[config.mk]
export PLATFORM = sky130hd
export DESIGN_NAME = if_fetch
export DESIGN_NICKNAME = d
export VERILOG_FILES = /design/src/rtl/if_fetch_pkg.sv /design/src/rtl/if_fetch.sv
export SDC_FILE = /design/constraint.sdc
export NUM_CORES = 1
export LEC_CHECK = 0
export ABC_CLOCK_PERIOD_IN_PS = 4150
export BUFFER_PORTS_ARGS = -buffer_cell sky130_fd_sc_hd__buf_2
export CORE_ASPECT_RATIO = 0.9
export CORE_UTILIZATION = 50
export CTS_CLUSTER_SIZE = 25
export DETAILED_ROUTE_END_ITERATION = 16
export PLACE_DENSITY = 0.73
export SYNTH_ARGS = -nofsm -noshare
export SYNTH_HDL_FRONTEND = slang
export SYNTH_SLANG_ARGS = --single-unit
[constraint.sdc]
create_clock -name clk -period 4.15 [get_ports clk]
set_input_delay 0.6225 -clock clk [delete_from_list [all_inputs] [get_ports clk]]
set_output_delay 0.6225 -clock clk [all_outputs]
set_load 0.1 [all_outputs]
[src/rtl/if_fetch_pkg.sv]
// Shared types and constants for the instruction-fetch stage.
package if_fetch_pkg;

  localparam int unsigned XLEN = 32;
  localparam logic [XLEN-1:0] ZERO_WORD = '0;

  typedef enum logic [1:0] {
    S_REQ  = 2'd0,
    S_WAIT = 2'd1,
    S_HOLD = 2'd2
  } if_state_e;

  typedef struct packed {
    logic [XLEN-1:0] pc;
    logic [XLEN-1:0] inst;
  } fetch_word_t;

endpackage

[src/rtl/if_fetch.sv]
// Instruction-fetch stage with IF/ID output register: PC generation, single-outstanding
// req/gnt/rvalid fetch, stall buffering, delay-slot branches and flush.
module if_fetch
  import if_fetch_pkg::*;
#(
  parameter logic [XLEN-1:0] RESET_PC = 32'h0000_0000,
  parameter int unsigned     PC_STEP  = 4
) (
  input  logic            clk,
  input  logic            rst,
  input  logic            stall_i,
  input  logic            flush_i,
  input  logic [XLEN-1:0] flush_pc_i,
  input  logic            branch_flag_i,
  input  logic [XLEN-1:0] branch_target_i,
  output logic            imem_req_o,
  output logic [XLEN-1:0] imem_addr_o,
  input  logic            imem_gnt_i,
  input  logic            imem_rvalid_i,
  input  logic [XLEN-1:0] imem_rdata_i,
  output logic [XLEN-1:0] if_pc_o,
  output logic [XLEN-1:0] if_inst_o,
  output logic            if_valid_o
);

  if_state_e       state_q, state_d;
  logic [XLEN-1:0] pc_q, pc_d;
  logic [XLEN-1:0] ifl_pc_q, ifl_pc_d;
  logic [XLEN-1:0] br_tgt_q, br_tgt_d;
  logic            br_pend_q, br_pend_d;
  logic            drop_q, drop_d;
  logic            req_q, req_d;
  logic            valid_q, valid_d;
  fetch_word_t     hold_q, hold_d;
  fetch_word_t     out_q, out_d;

  logic            gnt_ok;
  logic            take_br;
  logic            new_word;
  fetch_word_t     new_data;

  // State registers
  always_ff @(posedge clk or negedge rst) begin
    if (!rst) begin
      state_q   <= S_REQ;
      pc_q      <= RESET_PC;
      ifl_pc_q  <= '0;
      br_tgt_q  <= '0;
      br_pend_q <= 1'b0;
      drop_q    <= 1'b0;
      req_q     <= 1'b0;
      valid_q   <= 1'b0;
      hold_q    <= '0;
      out_q     <= '0;
    end else begin
      state_q   <= state_d;
      pc_q      <= pc_d;
      ifl_pc_q  <= ifl_pc_d;
      br_tgt_q  <= br_tgt_d;
      br_pend_q <= br_pend_d;
      drop_q    <= drop_d;
      req_q     <= req_d;
      valid_q   <= valid_d;
      hold_q    <= hold_d;
      out_q     <= out_d;
    end
  end

  // Next-state, PC and IF/ID register update
  always_comb begin
    state_d   = state_q;
    pc_d      = pc_q;
    ifl_pc_d  = ifl_pc_q;
    br_tgt_d  = br_tgt_q;
    br_pend_d = br_pend_q;
    drop_d    = drop_q;
    hold_d    = hold_q;
    out_d     = out_q;
    valid_d   = valid_q;
    req_d     = 1'b0;
    new_word  = 1'b0;
    new_data  = hold_q;
    gnt_ok    = req_q & imem_gnt_i;
    take_br   = branch_flag_i & ~stall_i;

    case (state_q)
      S_REQ: begin
        if (gnt_ok) begin
          state_d   = S_WAIT;
          ifl_pc_d  = pc_q;
          br_pend_d = 1'b0;
          pc_d      = br_pend_q ? br_tgt_q : pc_q + XLEN'(PC_STEP);
          if (take_br) pc_d = branch_target_i;
        end else if (take_br) begin
          // Delay slot still to be requested at pc_q; redirect after it is granted
          br_pend_d = 1'b1;
          br_tgt_d  = branch_target_i;
        end
      end
      S_WAIT: begin
        if (imem_rvalid_i) begin
          state_d = S_REQ;
          if (drop_q) begin
            drop_d = 1'b0;
          end else if (!stall_i) begin
            new_word = 1'b1;
            new_data = '{pc: ifl_pc_q, inst: imem_rdata_i};
          end else begin
            hold_d  = '{pc: ifl_pc_q, inst: imem_rdata_i};
            state_d = S_HOLD;
          end
        end
        if (take_br && !drop_q) pc_d = branch_target_i;
      end
      S_HOLD: begin
        if (!stall_i) begin
          new_word = 1'b1;
          state_d  = S_REQ;
        end
        if (take_br) pc_d = branch_target_i;
      end
      default: state_d = S_REQ;
    endcase

    if (!stall_i) begin
      valid_d = new_word;
      if (new_word) out_d = new_data;
      else          out_d.inst = ZERO_WORD;
    end

    // Flush overrides everything; a request already accepted by memory must be drained
    if (flush_i) begin
      pc_d       = flush_pc_i;
      br_pend_d  = 1'b0;
      valid_d    = 1'b0;
      out_d.inst = ZERO_WORD;
      drop_d     = 1'b0;
      state_d    = S_REQ;
      if ((state_q == S_WAIT && !imem_rvalid_i) || (state_q == S_REQ && gnt_ok)) begin
        drop_d  = 1'b1;
        state_d = S_WAIT;
      end
    end

    req_d = (state_d == S_REQ);
  end

  assign imem_req_o  = req_q;
  assign imem_addr_o = pc_q;
  assign if_pc_o     = out_q.pc;
  assign if_inst_o   = out_q.inst;
  assign if_valid_o  = valid_q;

endmodule

==> results.txt <==
- The run finished with clean final reports.
- Final nets: around 1200
* DP HPWL: between 15000 and 20000 µm
- The tool flagged a number of max-cap violations equal to 0.
- Vias per Instance: around 5.7
- Grouping stages by cell kind, the critical path spends the most delay in simple AND/OR/NAND/NOR gates.
* Number of library cell types mapped by synthesis: between 50 and 60
* Cells resized by post-CTS repair: 0
- After synthesis the netlist holds a flip-flop and latch count of between 200 and 250.
* Cts hold-fix bufs: 0
- Commonest non-fill, non-tap cell in the layout: sky130_fd_sc_hd__dfrtp_1
- Nets in the synthesized netlist: about 1100
- The number of antenna violations at the first check in global routing came to 2.
* Relative max-transition margin: 41.1%
- Buf+Inv Stages, Crit Path: 1
* Post-layout power: ~11 mW
* Utilization after layout: just over 60%
* Launching point of the worst reg2reg path: state_q[0]
- Counting flops with a built-in enable in the synthesized netlist gives 0.
* Global-route total usage across every layer: 25.1%
- The first global-routing pass estimated approximately 43000 µm of wire.
* Core Box Area: 0.0208 mm²
- CP Class: flip-flop to flip-flop
- Cell types occupying the most area after synthesis: sky130_fd_sc_hd__dfrtp_1, sky130_fd_sc_hd__mux2_2, sky130_fd_sc_hd__mux2i_1, sky130_fd_sc_hd__nand2_1, sky130_fd_sc_hd__o21ai_0
* GPL Wtd Cong: between 0.8 and 0.9
- The worst hold path belongs to the class input port to async pin.
* Slew Limit Fails: 0
- Setup slack on the critical path of the routed design comes to between 1000 and 1500 ps.
- The detailed router finished its first iteration with 600 violations.
- In the final layout, flip-flops and latches occupy between 0.005 and 0.006 mm².
- For the finished layout, the period the worst path requires is 2980 ps.
- The slowest stage of the critical path belongs to the cell sky130_fd_sc_hd__nand2_1.
* Post-placement worst setup slack: about 1200 ps
- In the synthesized netlist the async set-or-reset flop fraction comes to 100%.
* Share of layout cells above drive strength 1: 33.8%
- Post-detailed-route DRC marker count: 0
- The top cell types in the final layout, fill and taps aside, are sky130_fd_sc_hd__dfrtp_1, sky130_fd_sc_hd__buf_2, sky130_fd_sc_hd__mux2_2.
- Number of buffers inserted to repair setup after CTS: 0
* Leading area contributor after synthesis: sky130_fd_sc_hd__dfrtp_1
* Initial cell density of the core: a little over 50%
- Router iterations before antenna repair: 5
- Highest Clock Rate: ~0.34 GHz
- Clk Tree Root Cell: sky130_fd_sc_hd__clkbuf_16
- For this run, the slowest stage of the critical path takes between 400 and 500 ps.
- H-tree depth reported by CTS: 1
- The via count of the first global-routing pass was approximately 7900.
* Setup TNS: 0 ps
* Die width: 156 µm
- Syn Std Cell Area: ~0.011 mm²
* Largest net degree at the start of global routing: ~110
- Deepest clock path buffer count: 3
- Detailed-route via count: just over 8000
- For this design the top-level I/O count stands at approximately 200.
- Number of warning messages in the yosys log: 0
- Total gr overflow: 0
- Critical Path Sink Type: flip-flop
- Power per cell area: roughly 850 mW/mm²
- Setup violations remaining at the end of the flow were counted as 0.
* Type of element launching the critical path: flip-flop
* Data arrival time of the critical path: between 3000 and 4000 ps
- CTS tree: done
- Combined area of the multi-input logic cells: between 0.004 and 0.005 mm²
- Required arrival time at the worst endpoint: 4550 ps
- The count of buffers added on input and output ports is 200.
* Slew at the pin closest to its max-slew limit: roughly 900 ps
- Setup slack on the worst flop-to-flop path: between 1000 and 1500 ps
- Fraction of the yosys area taken by sequential cells: between 50% and 60%
- Number of antenna-violating nets in the routed design: 0
- Fill cells in the final layout number around 1800.
* Critical-path cell list: inv_1, ha_1, a21boi_0, a21oi_1, nand2_1, nand2_1, o41ai_1, mux2_2
* Worst-path clk slew: roughly 60 ps
* Clock insertion delay at the later pin of the skew report: 520 ps
- The floorplan step set the die height to between 100 and 150 µm.
- Synthesized instance count: slightly below 1000
- Area added between synthesis and finish: 18.9%
- Max IR drop VDD: between 600 and 700 µV
* Clk sinks: 230
* Setup repair after global routing missed its margin: no
- On the final layout, the worst clock skew is 18.7 ps.
- In this run, CTS created clock tree buffers numbering 24.
- Final count of hold timing violations: 0
* Start point of the critical path: state_q[0]
* Total wire length after detailed routing: about 27000 µm
- The die covers between 0.02 and 0.025 mm².
* Area share of the leading cell type in the synthesized netlist: between 50% and 60%
* DR WL/cell: between 15 and 20 µm
* Cell row count: 50
- CP max FO: 13
* Most numerous cell on the critical path: sky130_fd_sc_hd__nand2_1
- Most instantiated flip-flop cell in the synthesis netlist: sky130_fd_sc_hd__dfrtp_1
* Ratio of final minimum period to clock period: between 70 and 80%
* Leakage power of the design: ~6.3 nW
- Mean instance size in the synthesized netlist: around 11 µm²
==> kinds of logic (layout without fill, tap and decap cells) <==
kind of cell               after synthesis  after routing  share of synthesized area (%)
AOI/OAI and AO/OA                      187            187                           10.5
adders and majority gates                5              5                          0.587
other                                    0              1                              0
xor gates and xnor gates                14             14                           1.15
muxes                                  198            198                           20.1
buffers and inverters                   76            267                           2.79
DFF                                    230            230                           54.0
and+or+nand+nor                        251            251                           10.8
==> per-layer routing <==
layer / GRT usage (%) / vias to the layer above / share of wire, %
li1: - / 3771 / -
met1: 36.0 / 4047 / 45
met2: 39.0 / 347 / 45
met3: 5.07 / 53 / 8.1
met4: 6.35 / 2 / 2.4
met5: 0 / - / 0.048
==> final cells by class <==
cell class              instances  share of cell area, %
clock inverters                 2                 0.0790
diodes                          1                 0.0197
multi-input cells             655                   36.5
clock buffers                  36                   5.66
repair buffers                216                   9.12
inverters                      13                  0.385
flip-flops and latches        230                   45.4
well taps                     286                   2.82
==> synth_stat cells (3+ instances only) <==
master,instances
sky130_fd_sc_hd__a211oi_1,6
sky130_fd_sc_hd__a21o_1,5
sky130_fd_sc_hd__a21oi_1,36
sky130_fd_sc_hd__a221o_1,3
sky130_fd_sc_hd__a221oi_1,3
sky130_fd_sc_hd__a311oi_1,5
sky130_fd_sc_hd__and3_1,16
sky130_fd_sc_hd__buf_1,12
sky130_fd_sc_hd__buf_2,7
sky130_fd_sc_hd__clkbuf_1,43
sky130_fd_sc_hd__dfrtp_1,230
sky130_fd_sc_hd__ha_1,5
sky130_fd_sc_hd__inv_1,13
sky130_fd_sc_hd__mux2_2,126
sky130_fd_sc_hd__mux2i_1,71
sky130_fd_sc_hd__nand2_1,127
sky130_fd_sc_hd__nand3_1,17
sky130_fd_sc_hd__nand4_1,7
sky130_fd_sc_hd__nor2_1,44
sky130_fd_sc_hd__nor2b_1,3
sky130_fd_sc_hd__nor3_1,15
sky130_fd_sc_hd__o211ai_1,5
sky130_fd_sc_hd__o21ai_0,91
sky130_fd_sc_hd__o221ai_1,7
sky130_fd_sc_hd__o31ai_1,6
sky130_fd_sc_hd__or3_1,4
sky130_fd_sc_hd__xnor2_1,6
sky130_fd_sc_hd__xor2_1,8
==> flip-flops by register name, summed over array words and instances (netlist names) <==
name         cells
if_inst_o       32
ifl_pc_q        32
br_tgt_q        32
hold_q          64
imem_addr_o     32
state_q          2
if_pc_o         32
imem_req_o       1
drop_q           1
if_valid_o       1
br_pend_q        1
==> per-stage QoR <==
stage / instance area (µm²) / hold slack [ps] / instances
detailed placement: 11900 / 463 / 1400
global placement: 11900 / 455 / 1400
finish: 12700 / 186 / 1439
floorplan: 10700 / 327 / 961
CTS: 12700 / 228 / 1438
global route: 12700 / 260 / 1438
==> final timing paths <==
kind	cells after the start	to
setup reg to reg	8	imem_addr_o[0]
setup / recovery	8	imem_addr_o[0]
max in group asynchronous	2	if_inst_o[16]
hold reg to reg	2	if_pc_o[10]
min in group clk	3	imem_addr_o[4]
hold / removal	1	if_pc_o[26]
==> power breakdown <==
part / switching (mW) / internal [mW] / leakage, nW
Sequential: 0.712 / 3.15 / 2.88
Clock: 0.840 / 1.18 / 0.359
Combinational: 3.46 / 1.43 / 3.11
Power figures use the tool's default switching activity.
